File: src/rtl/pipeline_ctrl.sv
// -----------------------------------------------------------------------------
// pipeline_ctrl
//
// Central hazard / exception controller for the five-stage core.
//
// It merges the stage stall requests into hold and bubble controls for each
// pipeline boundary. It sequences exception flushes, and defers a flush while
// an instruction-fetch bus transaction is outstanding. It also counts the
// cycles in which the PC is held.
//
// Parameters
//   ADDR_WIDTH    width of exception / redirect PC
//   CNT_WIDTH     width of stall-cycle counter
//
// Ports
//   clk           core clock, rising edge
//   rst           synchronous reset, active low
//   stall_req_if  fetch waiting on instruction bus
//   stall_req_id  load-use / operand hazard
//   stall_req_ex  multi-cycle mul/div busy
//   stall_req_mem data bus waiting
//   if_busy       instruction-bus transaction outstanding
//   exc_req       exception/eret committed by the instruction in MEM
//   exc_pc        redirect target for exc_req
//   stall[4:0]    hold enables: [0] PC, [1] IF/ID, [2] ID/EX, [3] EX/MEM,
//                 [4] MEM/WB
//   bubble[4:0]   same bit order; register loads a NOP instead of its input
//   flush         clear all pipeline registers, load PC with flush_pc
//   flush_pc      redirect PC (meaningful while flush=1)
//   stall_cycles  number of cycles with stall[0]=1 (wraps)
// -----------------------------------------------------------------------------
module pipeline_ctrl #(
  parameter int ADDR_WIDTH = 32,
  parameter int CNT_WIDTH  = 32
) (
  input  logic                  clk,
  input  logic                  rst,
  input  logic                  stall_req_if,
  input  logic                  stall_req_id,
  input  logic                  stall_req_ex,
  input  logic                  stall_req_mem,
  input  logic                  if_busy,
  input  logic                  exc_req,
  input  logic [ADDR_WIDTH-1:0] exc_pc,
  output logic [4:0]            stall,
  output logic [4:0]            bubble,
  output logic                  flush,
  output logic [ADDR_WIDTH-1:0] flush_pc,
  output logic [CNT_WIDTH-1:0]  stall_cycles
);

  typedef enum logic {
    ST_RUN        = 1'b0,
    ST_FLUSH_WAIT = 1'b1
  } state_t;

  state_t                r_state;
  state_t                w_state_next;
  logic [ADDR_WIDTH-1:0] r_pend_pc;
  logic [ADDR_WIDTH-1:0] w_pend_pc_next;
  logic [CNT_WIDTH-1:0]  r_stall_cycles;
  logic                  w_exc_q;

  // An exception held by MEM during a data-bus stall must wait until the
  // stall clears; the stall itself still takes effect meanwhile.
  assign w_exc_q = exc_req & ~stall_req_mem;

  always_ff @(posedge clk) begin
    if (!rst) begin
      r_state        <= ST_RUN;
      r_pend_pc      <= '0;
      r_stall_cycles <= '0;
    end else begin
      r_state   <= w_state_next;
      r_pend_pc <= w_pend_pc_next;
      if (stall[0]) begin
        r_stall_cycles <= r_stall_cycles + 1'b1;
      end
    end
  end

  always_comb begin
    w_state_next   = r_state;
    w_pend_pc_next = r_pend_pc;
    stall          = 5'b00000;
    bubble         = 5'b00000;
    flush          = 1'b0;
    flush_pc       = (r_state == ST_FLUSH_WAIT) ? r_pend_pc : exc_pc;

    case (r_state)
      ST_RUN: begin
        if (w_exc_q) begin
          if (if_busy) begin
            // Fetch transaction cannot be abandoned: freeze everything and
            // remember the target until the bus goes idle.
            w_pend_pc_next = exc_pc;
            w_state_next   = ST_FLUSH_WAIT;
            stall          = 5'b11111;
          end else begin
            flush = 1'b1;
          end
        end else if (stall_req_mem) begin
          stall  = 5'b01111;
          bubble = 5'b10000;
        end else if (stall_req_ex) begin
          stall  = 5'b00111;
          bubble = 5'b01000;
        end else if (stall_req_id) begin
          stall  = 5'b00011;
          bubble = 5'b00100;
        end else if (stall_req_if) begin
          stall  = 5'b00001;
          bubble = 5'b00010;
        end
      end
      ST_FLUSH_WAIT: begin
        // Stall requests and further exceptions are ignored while pending.
        if (if_busy) begin
          stall = 5'b11111;
        end else begin
          flush        = 1'b1;
          w_state_next = ST_RUN;
        end
      end
      default: begin
        w_state_next = ST_RUN;
      end
    endcase

    // Outputs are forced quiet for the whole time reset is asserted.
    if (!rst) begin
      stall    = 5'b00000;
      bubble   = 5'b00000;
      flush    = 1'b0;
      flush_pc = '0;
    end
  end

  assign stall_cycles = rst ? r_stall_cycles : '0;

endmodule

File: config.mk
export PLATFORM = sky130hd
export DESIGN_NAME = pipeline_ctrl
export DESIGN_NICKNAME = d
export VERILOG_FILES = /design/src/rtl/pipeline_ctrl.sv
export SDC_FILE = /design/constraint.sdc
export NUM_CORES = 1
export LEC_CHECK = 0
export ABC_AREA = 1
export ABC_CLOCK_PERIOD_IN_PS = 1900
export BUFFER_PORTS_ARGS = -buffer_cell sky130_fd_sc_hd__buf_2
export CAP_MARGIN = 30
export CELL_PAD_IN_SITES_DETAIL_PLACEMENT = 2
export CELL_PAD_IN_SITES_GLOBAL_PLACEMENT = 2
export CORE_ASPECT_RATIO = 0.6
export CORE_MARGIN = 1.5
export CORE_UTILIZATION = 26
export DETAILED_ROUTE_END_ITERATION = 8
export PLACE_DENSITY = 0.9
export RECOVER_POWER = 25
export SYNTH_ARGS = -nofsm -noshare
export SYNTH_HDL_FRONTEND = slang
export SYNTH_SLANG_ARGS = --single-unit
File: constraint.sdc
create_clock -name clk -period 1.9 [get_ports clk]
set_clock_uncertainty 0.1 [all_clocks]
set_input_delay 0.19 -clock clk [delete_from_list [all_inputs] [get_ports clk]]
set_output_delay 0.19 -clock clk [all_outputs]
set_load 0.02 [all_outputs]
==> Word-level counts from Yosys, hierarchy flattened <==
Cells that the tools add are included.
{ "classes": {"bitwise_logic": 3, "n_addsub": 1, "n_reduce_logical": 1, "mux": 25} }
{ "ops": {"columns": ["cell", "count"], "rows": [
  ["two-way mux 32 bit", 3],
  ["two-way mux 5 bit", 7],
  ["adder 32 x 1 -> 32 bit (second input constant)", 1],
  ["case mux 5 bit (2 select lines)", 1],
  ["two-way mux 4 bit", 2],
  ["two-way mux 1 bit", 6],
  ["two-way mux 3 bit", 2],
  ["two-way mux 2 bit", 2],
  ["case mux 1 bit (2 select lines)", 2],
  ["AND reduction 3 bit", 1],
  ["NOT 1 bit", 2],
  ["AND 1 bit", 1]
]} }
{ "totals": {"register_bits": 65, "out_inout_bits": 75, "elab_cells": 33} }

==> Longest topological paths before layout <==
Gate-level depths: netlist of the first run.
{ "depth": {"ltp_word": 7, "ltp_mapped": 12, "depth_no_buf": 11} }

==> Worst setup path before layout of the first run <==
Ideal clock, no wire load.
{ "synth_path": {"path_type": "reg-to-output", "startpoint": "register r_state", "endpoint": "output stall[4]", "t_required_ns": 1.610, "path_buffers": 1, "stages_incl_launch_ff": 7, "path_slack_ns": 0.212, "t_arrival_ns": 1.398, "path_cell_list": "dfxtp_1 -> inv_2 -> nand2_1 -> nor2_1 -> inv_2 -> buf_2 -> a21oi_1"} }
{ "synth_via": {"elab_chain_len": 3} }
{ "synth_lines": {"columns": ["item", "line", "text"], "rows": [
  ["start: declaration", "57", "state_t r_state;"],
  ["start signal: assignment", "74", "r_state <= w_state_next;"],
  ["NOT 1 bit (no line)", null, null],
  ["case mux 5 bit (2 select lines) (*)", "90", "case (r_state)"],
  ["two-way mux 5 bit (*)", "131", "if (!rst) begin"],
  ["end: declaration", "45", "output logic [4:0] stall,"]
]} }
Every way passes the cells marked *; elsewhere a longest branch is shown, timed or not.

==> Worst setup path in the final report of the first run <==
{ "layout_path": {"startpoint": "register r_state", "endpoint": "output stall[1]"} }
Same word-level chain as after synthesis.

==> impl_summary.md, run 1 <==
Status
The run finished, with violations left. The checks that failed: hold timing, setup timing.

Logic synthesis
Counting flops with a built-in enable in the synthesized netlist gives 0. The simple-gate share of the synthesized area is 0.413. The fraction of synthesized area in multiplexers is 0.

The synthesized design spends more area on one cell type than any other, namely dfxtp_1. In the synthesized netlist, the cells that appear most often are 197 x nor2_1, 153 x nand2_1, 65 x dfxtp_1. The cell with the most instances after synthesis is nor2_1. The main combinational cell family by area after synthesis is simple AND/OR/NAND/NOR gates. Of the post-synthesis cell area, the dominant cell type holds 0.328. By area the synthesized netlist is led by dfxtp_1 33%, nor2_1 19%, nand2_1 14%.

The post-synthesis share of cell area spent on xor and xnor gates is 0.0265. The most used flip-flop cell after synthesis is dfxtp_1. Of the total synthesized cell area, the portion taken by full adders, half adders and majority gates is 0.00315. The cell count after synthesis came out at 679. In this run, synthesis produced a sequential element count of between 60 and 70. Summing every instance area after synthesis gives 3970 sq um. The share of the synthesized area in compound gates (AO/OA/AOI/OAI) is 0.127. When the netlist entered floorplanning its net count stood at 720. The number of different library cells used by synthesis comes to 27. For this run, the number of Yosys warnings is 0. In the synthesized netlist the async set-or-reset flop fraction comes to 0. The post-synthesis average cell area is about 5.8 sq um. Of the synthesized area, sequential elements account for 0.328.

GRT
The final global-route overflow total is 0. The maximum number of pins on one net before global-route repair is 50. The first-pass GRT wire length is 29100 um. The via count of the first global-routing pass is 5377. The overall fraction of global-route tracks in use is 0.233. The initial antenna violation count is 0.

Timing
The period utilization is 1.01. The worst slew slack as a fraction of its limit is 0.589. Derived from the worst setup path, the maximum achievable clock frequency is 0.521 GHz.

The least setup slack across all paths after layout is -0.0203 ns. Setup violations remaining at the end of the flow were counted as 1. The measured slew at the worst slew-check pin is 0.616 ns. The worst hold margin is -0.00300 ns. The worst path in the final design needs a cycle of 1.92 ns, including I/O delays and setup. The final hold violation count is 1. The count of final max-slew check failures was 0.

Detailed routing
Dividing the detail-routed via count by the number of cells gives ~4.9. Wires add up to 19100 um. The length of the first detailed-routing pass in iterations is 4. For this run, design rule violations remaining after detail routing come to 0.

In this run the remaining antenna-violating nets after routing total 0. Summing over every cut layer, the via total after detailed routing is 5026. The number of design-rule violations left by the first detailed-router iteration is 219. Dividing the detail-routed wire length by the instance count gives 18.7 um.

Power and ir drop
The clock group share of total power is 0.475. The worst-case IR drop observed on VDD is 430 uV. The internal power of the cells totals 2760 uW. The power density over cell area is a little over 700 nW/um^2. The design draws 3910 uW. Of the total power, registers draw 0.368. Of the total power, the share spent switching nets is 0.293.

For this design the total switching power over the nets is 1150 uW. The leakage power of the design is approximately 0.0027 uW. Of the total power, combinational logic draws 0.157.

Clock tree
Counting every sink on the clock net gives 65. No sink is reached through more buffers than the 2 on the longest clock path. The number of clock buffers added by TritonCTS is 9. The cell chosen for the clock root is clkbuf_16.

TritonCTS built the clock tree. The number of levels in the clock H-tree is 3. For the worst-skew pair, the clock arrives at the later sink with an insertion delay of roughly 0.34 ns. Clock-pin slew was measured on the worst setup and hold paths at around 0.06 ns.

Floorplanning
The floorplan step defined a core boundary enclosing ~15000 sq um. 115 I/O pins were placed. The area enclosed by the die boundary is 16000 sq um. The die is slightly below 100 um tall. The floorplan has 34 rows. The die extent in x is 163 um. For this configuration, the core starts out at a cell density of 0.270.

Critical path
For the worst setup path, the data required time is 1.61 ns. The signal arrival time at the worst endpoint is 1.63 ns. The type of destination of the critical path is an output port. The highest-delay cell along the critical path is dfxtp_4. The most frequent cell on the critical path is nand2_2.

The nature of the critical path startpoint is a flip-flop. The worst reg2reg path depth is 7. Counting buffers and inverters, the worst setup path is 9 cells deep. Walking the worst path, the cells encountered are inv_6, nand2_2, nand2_2, nand2_1, nand2_2, nand2_8, buf_8, inv_1, buf_6. The type of the worst setup path is flip-flop to output port.

Together, buffers and inverters on the worst path number 4. The delay contributed by the slowest stage of the critical path is 0.38 ns. Along the worst path, the maximum fanout reaches 8.

Broken down by cell family, the worst path's largest delay share belongs to simple AND/OR/NAND/NOR gates.

Finish
At the end of the flow the core is filled with cells to 0.371. The number of antenna diodes in the final layout is 0. Of the cells placed in the final design, the portion with a size suffix greater than 1 is 0.246.

The number of fill cells is approximately 1900. The area growth from synthesis to layout is 37.5%. The post-route non-filler standard cell count is slightly above 1000. The count of nets after finishing is 861.

Once layout is done, the placed cells without fillers occupy about 5500 sq um.

Flow run
The tool flagged a number of max-cap violations equal to 0.

Placed design
The cell area after placement is 4870 sq um. The weighted congestion reported at the end of routability-driven placement is 0.794. Port buffering added 113 buffers.

The number of instances in the placed design is 986. The HPWL after detailed placement is 12200 um.

Min path
Along the worst hold path, the cell count comes to 3. The tightest min-delay check is of the primary input to flip-flop type.
## power groups by stage
stage | sequential, uW | clock [uW] | combinational [uW]
after floorplan | 1450 | 0 | 320
after global placement | 1460 | 0 | 503
after detailed placement | 1460 | 0 | 523
after CTS | 1440 | 1870 | 575
after global routing | 1440 | 1940 | 657
final | 1440 | 1860 | 612
## layer usage
metal  global-route usage  wire length (um)  vias up
met5                    0                 0        -
li1                     -                 -     2384
met1                0.312              9050     2498
met3               0.0324               604       34
met4               0.0769               437        0
met2                0.385              9010      110
## cells by family after synthesis
family,after synthesis
adders and majority gates,1
AOI/OAI and AO/OA,100
other,1
xor gates and xnor gates,12
buffers and inverters,97
and+or+nand+nor,403
DFF,65
## through the flow
step	worst slack [ns]	TNS (ns)
after floorplan	0.212	0
after global placement	0.184	0
after detailed placement	0.0729	0
after CTS	-0.0450	-0.0853
after global routing	-0.0782	-0.342
final	-0.0203	-0.0203
## placed cells by master, fill, tap and decap left out, types with 13 or more instances in the layout
master | synthesis | final
dfxtp_1 | 65 | 60
nor2_2 | 1 | 13
nand3_1 | 35 | 35
nor2_1 | 197 | 185
o21ai_0 | 64 | 64
buf_4 | 5 | 34
a21oi_1 | 33 | 33
buf_2 | 4 | 104
nand2_1 | 153 | 150
inv_1 | 60 | 60
## worst min-delay path: stages
cell	delay (ns)
buf_2	0.09
nor2_1	0.04
nor2_1	0.08
## worst paths after layout
check | startpoint | end | slack [ns]
hold reg to reg | r_pend_pc[17]$_SDFFE_PN0P_ | r_pend_pc[17]$_SDFFE_PN0P_ | 0.42
hold / removal | exc_pc[3] | r_pend_pc[3]$_SDFFE_PN0P_ | -0.003
setup / recovery | r_state$_SDFF_PN0_ | stall[1] | -0.02
setup reg to reg | r_stall_cycles[0]$_SDFFE_PN0P_ | r_stall_cycles[12]$_SDFFE_PN0P_ | 0.01
## sequential cells by signal (all words and copies together) (netlist names)
name            count
r_state             1
r_pend_pc          32
r_stall_cycles     32
## area by class of cell
type | count | area [sq um] | area share
tap | 198 | 248 | 0.0454
multi-input combinational | 517 | 2320 | 0.425
sequential | 65 | 1310 | 0.240
inverter | 62 | 238 | 0.0436
timing repair buffer | 165 | 1020 | 0.187
clock inverter | 7 | 93.8 | 0.0172
clock buffer | 9 | 225 | 0.0413
## repair_timing
action | 4_1_cts | 5_1_grt
hold endpoints to repair | 11 | 0
buffers inserted | 4 | 6
setup endpoints to repair | 17 | 48
hold buffers | 11 | 0
pin swaps | 1 | 1
gates resized for setup | 7 | 24
(Power assumes the default switching activity.)
==> run 2, diff against run 1 <==
--- a/config.mk
+++ b/config.mk
@@ -7,14 +7,14 @@
 export LEC_CHECK = 0
 export ABC_AREA = 1
 export ABC_CLOCK_PERIOD_IN_PS = 1900
-export BUFFER_PORTS_ARGS = -buffer_cell sky130_fd_sc_hd__buf_2
 export CAP_MARGIN = 30
 export CELL_PAD_IN_SITES_DETAIL_PLACEMENT = 2
 export CELL_PAD_IN_SITES_GLOBAL_PLACEMENT = 2
 export CORE_ASPECT_RATIO = 0.6
 export CORE_MARGIN = 1.5
-export CORE_UTILIZATION = 26
+export CORE_UTILIZATION = 32
 export DETAILED_ROUTE_END_ITERATION = 8
+export DONT_BUFFER_PORTS = 1
 export PLACE_DENSITY = 0.9
 export RECOVER_POWER = 25
 export SYNTH_ARGS = -nofsm -noshare
==> run 2 against run 1 <==
  * The run ends with setup timing left
  * First-iteration DRC count rose by 33%
  * Wire length rose by 4.4%
  * Global-route usage rose by 5.5 points
  * Critical path depth fell by 1
  * Setup slack got worse by 0.11 ns
  * Sequential cell count did not move
  * Register-to-register slack got worse by 0.14 ns
  * Sequential share of layout area rose by 1.9 points
  * Critical path type is now flip-flop to flip-flop
==> impl_summary.md, run 2 (same netlist as run 1, synthesis figures left out) <==
Detailed routing
For this block, the routed nets add up to 19900 um of wire. The length of the first detailed-routing pass in iterations is 4. The number of design-rule violations left by the first detailed-router iteration is 292. Once detail routing completed, the nets flagged for antenna violations numbered 0. The routed layout has 4790 vias.

In the final routed layout, each cell accounts on average for between 20 and 25 um. The number of design rule violations left after detail routing is 0. The number of vias per cell is 5.41.

Critical path
The required time at the worst-slack endpoint is roughly 2 ns. The highest-delay cell along the critical path is dfxtp_1. The delay contributed by the slowest stage of the critical path is ~0.46 ns. The critical path goes through nand2_1, nor2_1, nand2_1, nor2_2, nand3_1, nand2_1, nand2_1, a21oi_1. The sum of buffers and inverters on the critical path is 0. In this run the worst path has a maximum fanout of 5.

The critical path crosses 8 cells after its start point. The setup check on the worst reg-to-reg path leaves a slack of -0.13 ns. The type of destination of the critical path is a flip-flop. Tracing the worst setup path back leads to its startpoint at r_stall_cycles[8]$_SDFFE_PN0P_.

In this run the critical register-to-register path is captured at r_stall_cycles[26]$_SDFFE_PN0P_. The launch point of the worst reg-to-reg path is r_stall_cycles[8]$_SDFFE_PN0P_. The most frequent cell on the critical path is nand2_1.

The signal arrival time at the worst endpoint is 2.19 ns. The cell family contributing the most delay on the critical path is simple AND/OR/NAND/NOR gates. The capture point of the worst path is r_stall_cycles[26]$_SDFFE_PN0P_. The worst reg2reg path depth is 8.

The type of the worst setup path is flip-flop to flip-flop. The nature of the critical path startpoint is a flip-flop.

Power and ir drop
In this run the power density over the cells is 736 nW/um^2. The share of total power dissipated in sequential elements is 0.386. The net switching share of the total power is 0.295. The power share of the combinational group is 0.146.

The net switching power is 1100 uW. Cell internal power was estimated by the tool at between 2000 and 3000 uW. Across the VDD grid, the largest voltage drop is 432 uV. The clock group share of total power is 0.468.

The leakage power of the design is about 0.0022 uW.

Floorplanning
Pin placement for this block handled 115 I/O pins. The floorplan step set the die height to just under 90 um. The floorplan step defined a core boundary enclosing 12100 sq um.

In this run the core area contains 31 standard-cell rows. The starting utilization of the core area is 0.329. From left edge to right edge, the die measures 147 um. The area enclosed by the die boundary is 13100 sq um.

Clock tree
The clock passes through at most 2 buffers. The number of levels in the clock H-tree is 3. TritonCTS created 9 clock buffers. The clock input transition at the sequential cells of the worst setup and hold paths is 0.06 ns. The clock tree from TritonCTS is built. The clock network latency to the later pin of the worst-skew pair is 0.35 ns. The clock net sink count is 65. The cell chosen for the clock root is clkbuf_16.

Timing
Setup repair after global routing could not meet its margin everywhere. The count of final max-slew check failures is 0. The least setup slack across all paths after layout is -0.128 ns. The worst path in the final design needs a cycle of 2.03 ns, including I/O delays and setup. In the finished design, the share of the clock period the worst path needs comes to 1.07.

The final count of negative-setup-slack endpoints is 6. Hold timing on the final database bottoms out at a slack of 0.0491 ns. The final hold violation count is 0.

Timing would allow up to 0.493 GHz.

GRT
The maximum number of pins on one net before global-route repair is 71. The final global-route overflow total is 0. The initial antenna violation count came to 0.

The overall fraction of global-route tracks in use is 0.287. The via count of the first global-routing pass is 5114. The first-pass GRT wire length is 28800 um.

Finish
The count of nets after finishing is 756. The final design area excluding fillers is 5060 sq um. The repair_antennas step left the layout with diodes totalling 0. The largest registers in the layout are r_pend_pc: 32 flops, r_stall_cycles: 32 flops, r_state: 1 flops. The area growth from synthesis to layout is 27.6%. In the final layout, the share of cells above drive strength 1 is 0.154. The library cell used most frequently in the layout, excluding fill and tap cells, is nor2_1. In the layout the commonest cells are 153 x nor2_1, 150 x nand2_1, 64 x o21ai_0. The number of fill cells is between 1000 and 1500.

Min path
The class of the tightest hold or removal check is primary input to flip-flop.

Placed design
The congestion estimate from routability-driven global placement came to 0.850. In this run the cell area measured after placement is roughly 4200 sq um. Detailed placement ended at an HPWL of about 11000 um.

Timing analysis after detailed placement gives a worst setup slack of -0.0215 ns. The number of port buffers is 0.

Status
The final reports fail on setup timing. The run finished, with violations left.

Flow run
The max capacitance violation total is 0.
-- run 2: cell count changes in the layout (fill, tap and decap cells not counted), sizes merged --
cell / change
buf: -117
dlygate4sd3: +21
clkbuf: -7
inv: -2
bufinv: -1
clkinvlp: +1
-- run 2: cell type report --
type,count,area [sq um],area share
clock buffers,11,243,0.0479
flip-flops and latches,65,1310,0.259
repair buffers,60,593,0.117
multi-input cells,517,2420,0.478
clock inverters,5,55.1,0.0109
well taps,165,206,0.0408
inverters,62,236,0.0467
-- run 2: how the worst min path moves through the flow --
stage	endpoint	depth (start not counted)	from	slack [ns]
after global routing	r_state$_SDFF_PN0_	2	if_busy	0.07
final	r_state$_SDFF_PN0_	2	if_busy	0.05
after global placement	r_stall_cycles[18]$_SDFFE_PN0P_	2	rst	0.22
after detailed placement	r_stall_cycles[22]$_SDFFE_PN0P_	2	rst	0.23
after floorplan	r_pend_pc[0]$_SDFFE_PN0P_	2	exc_pc[0]	0.22
after CTS	r_state$_SDFF_PN0_	2	if_busy	0.007
-- run 2: power by group through the flow --
stage                     Clock [uW]  Combinational (uW)  Sequential, uW
after CTS                       1740                 476            1430
after detailed placement           0                 381            1460
after global placement             0                 366            1460
after floorplan                    0                 320            1450
after global routing            1820                 577            1440
final                           1750                 544            1440
-- run 2: metal layers --
layer / GRT usage / share of wire
met2: 0.508 / 0.49
met5: 0 / 0
met1: 0.360 / 0.43
met4: 0.0891 / 0.025
met3: 0.0546 / 0.051
-- run 2: what timing repair did --
action / in CTS / in global routing
endpoints found under the hold margin: 44 / 0
cloned: 0 / 1
pin swaps: 0 / 2
hold buffers: 33 / 0
gates resized for setup: 30 / 36
buffers inserted: 0 / 1
setup endpoints to repair: 33 / 60
-- run 2: through the flow --
step | instances | setup TNS, ns | power (uW) | utilization
after floorplan | 679 | 0 | 1770 | -
after global placement | 834 | 0 | 1820 | 0.349
after detailed placement | 834 | -0.0215 | 1840 | 0.349
after CTS | 883 | 0 | 3650 | 0.408
after global routing | 885 | -1.00 | 3840 | 0.420
final | 885 | -0.297 | 3730 | 0.420
-- run 2: worst reg2reg max path, stage by stage, from the launching register on --
cell and delay (ns):
dfxtp_1 0.46, nand2_1 0.19, nor2_1 0.26, nand2_1 0.11, nor2_2 0.22, nand3_1 0.17, nand2_1 0.14, nand2_1 0.09
a21oi_1 0.20
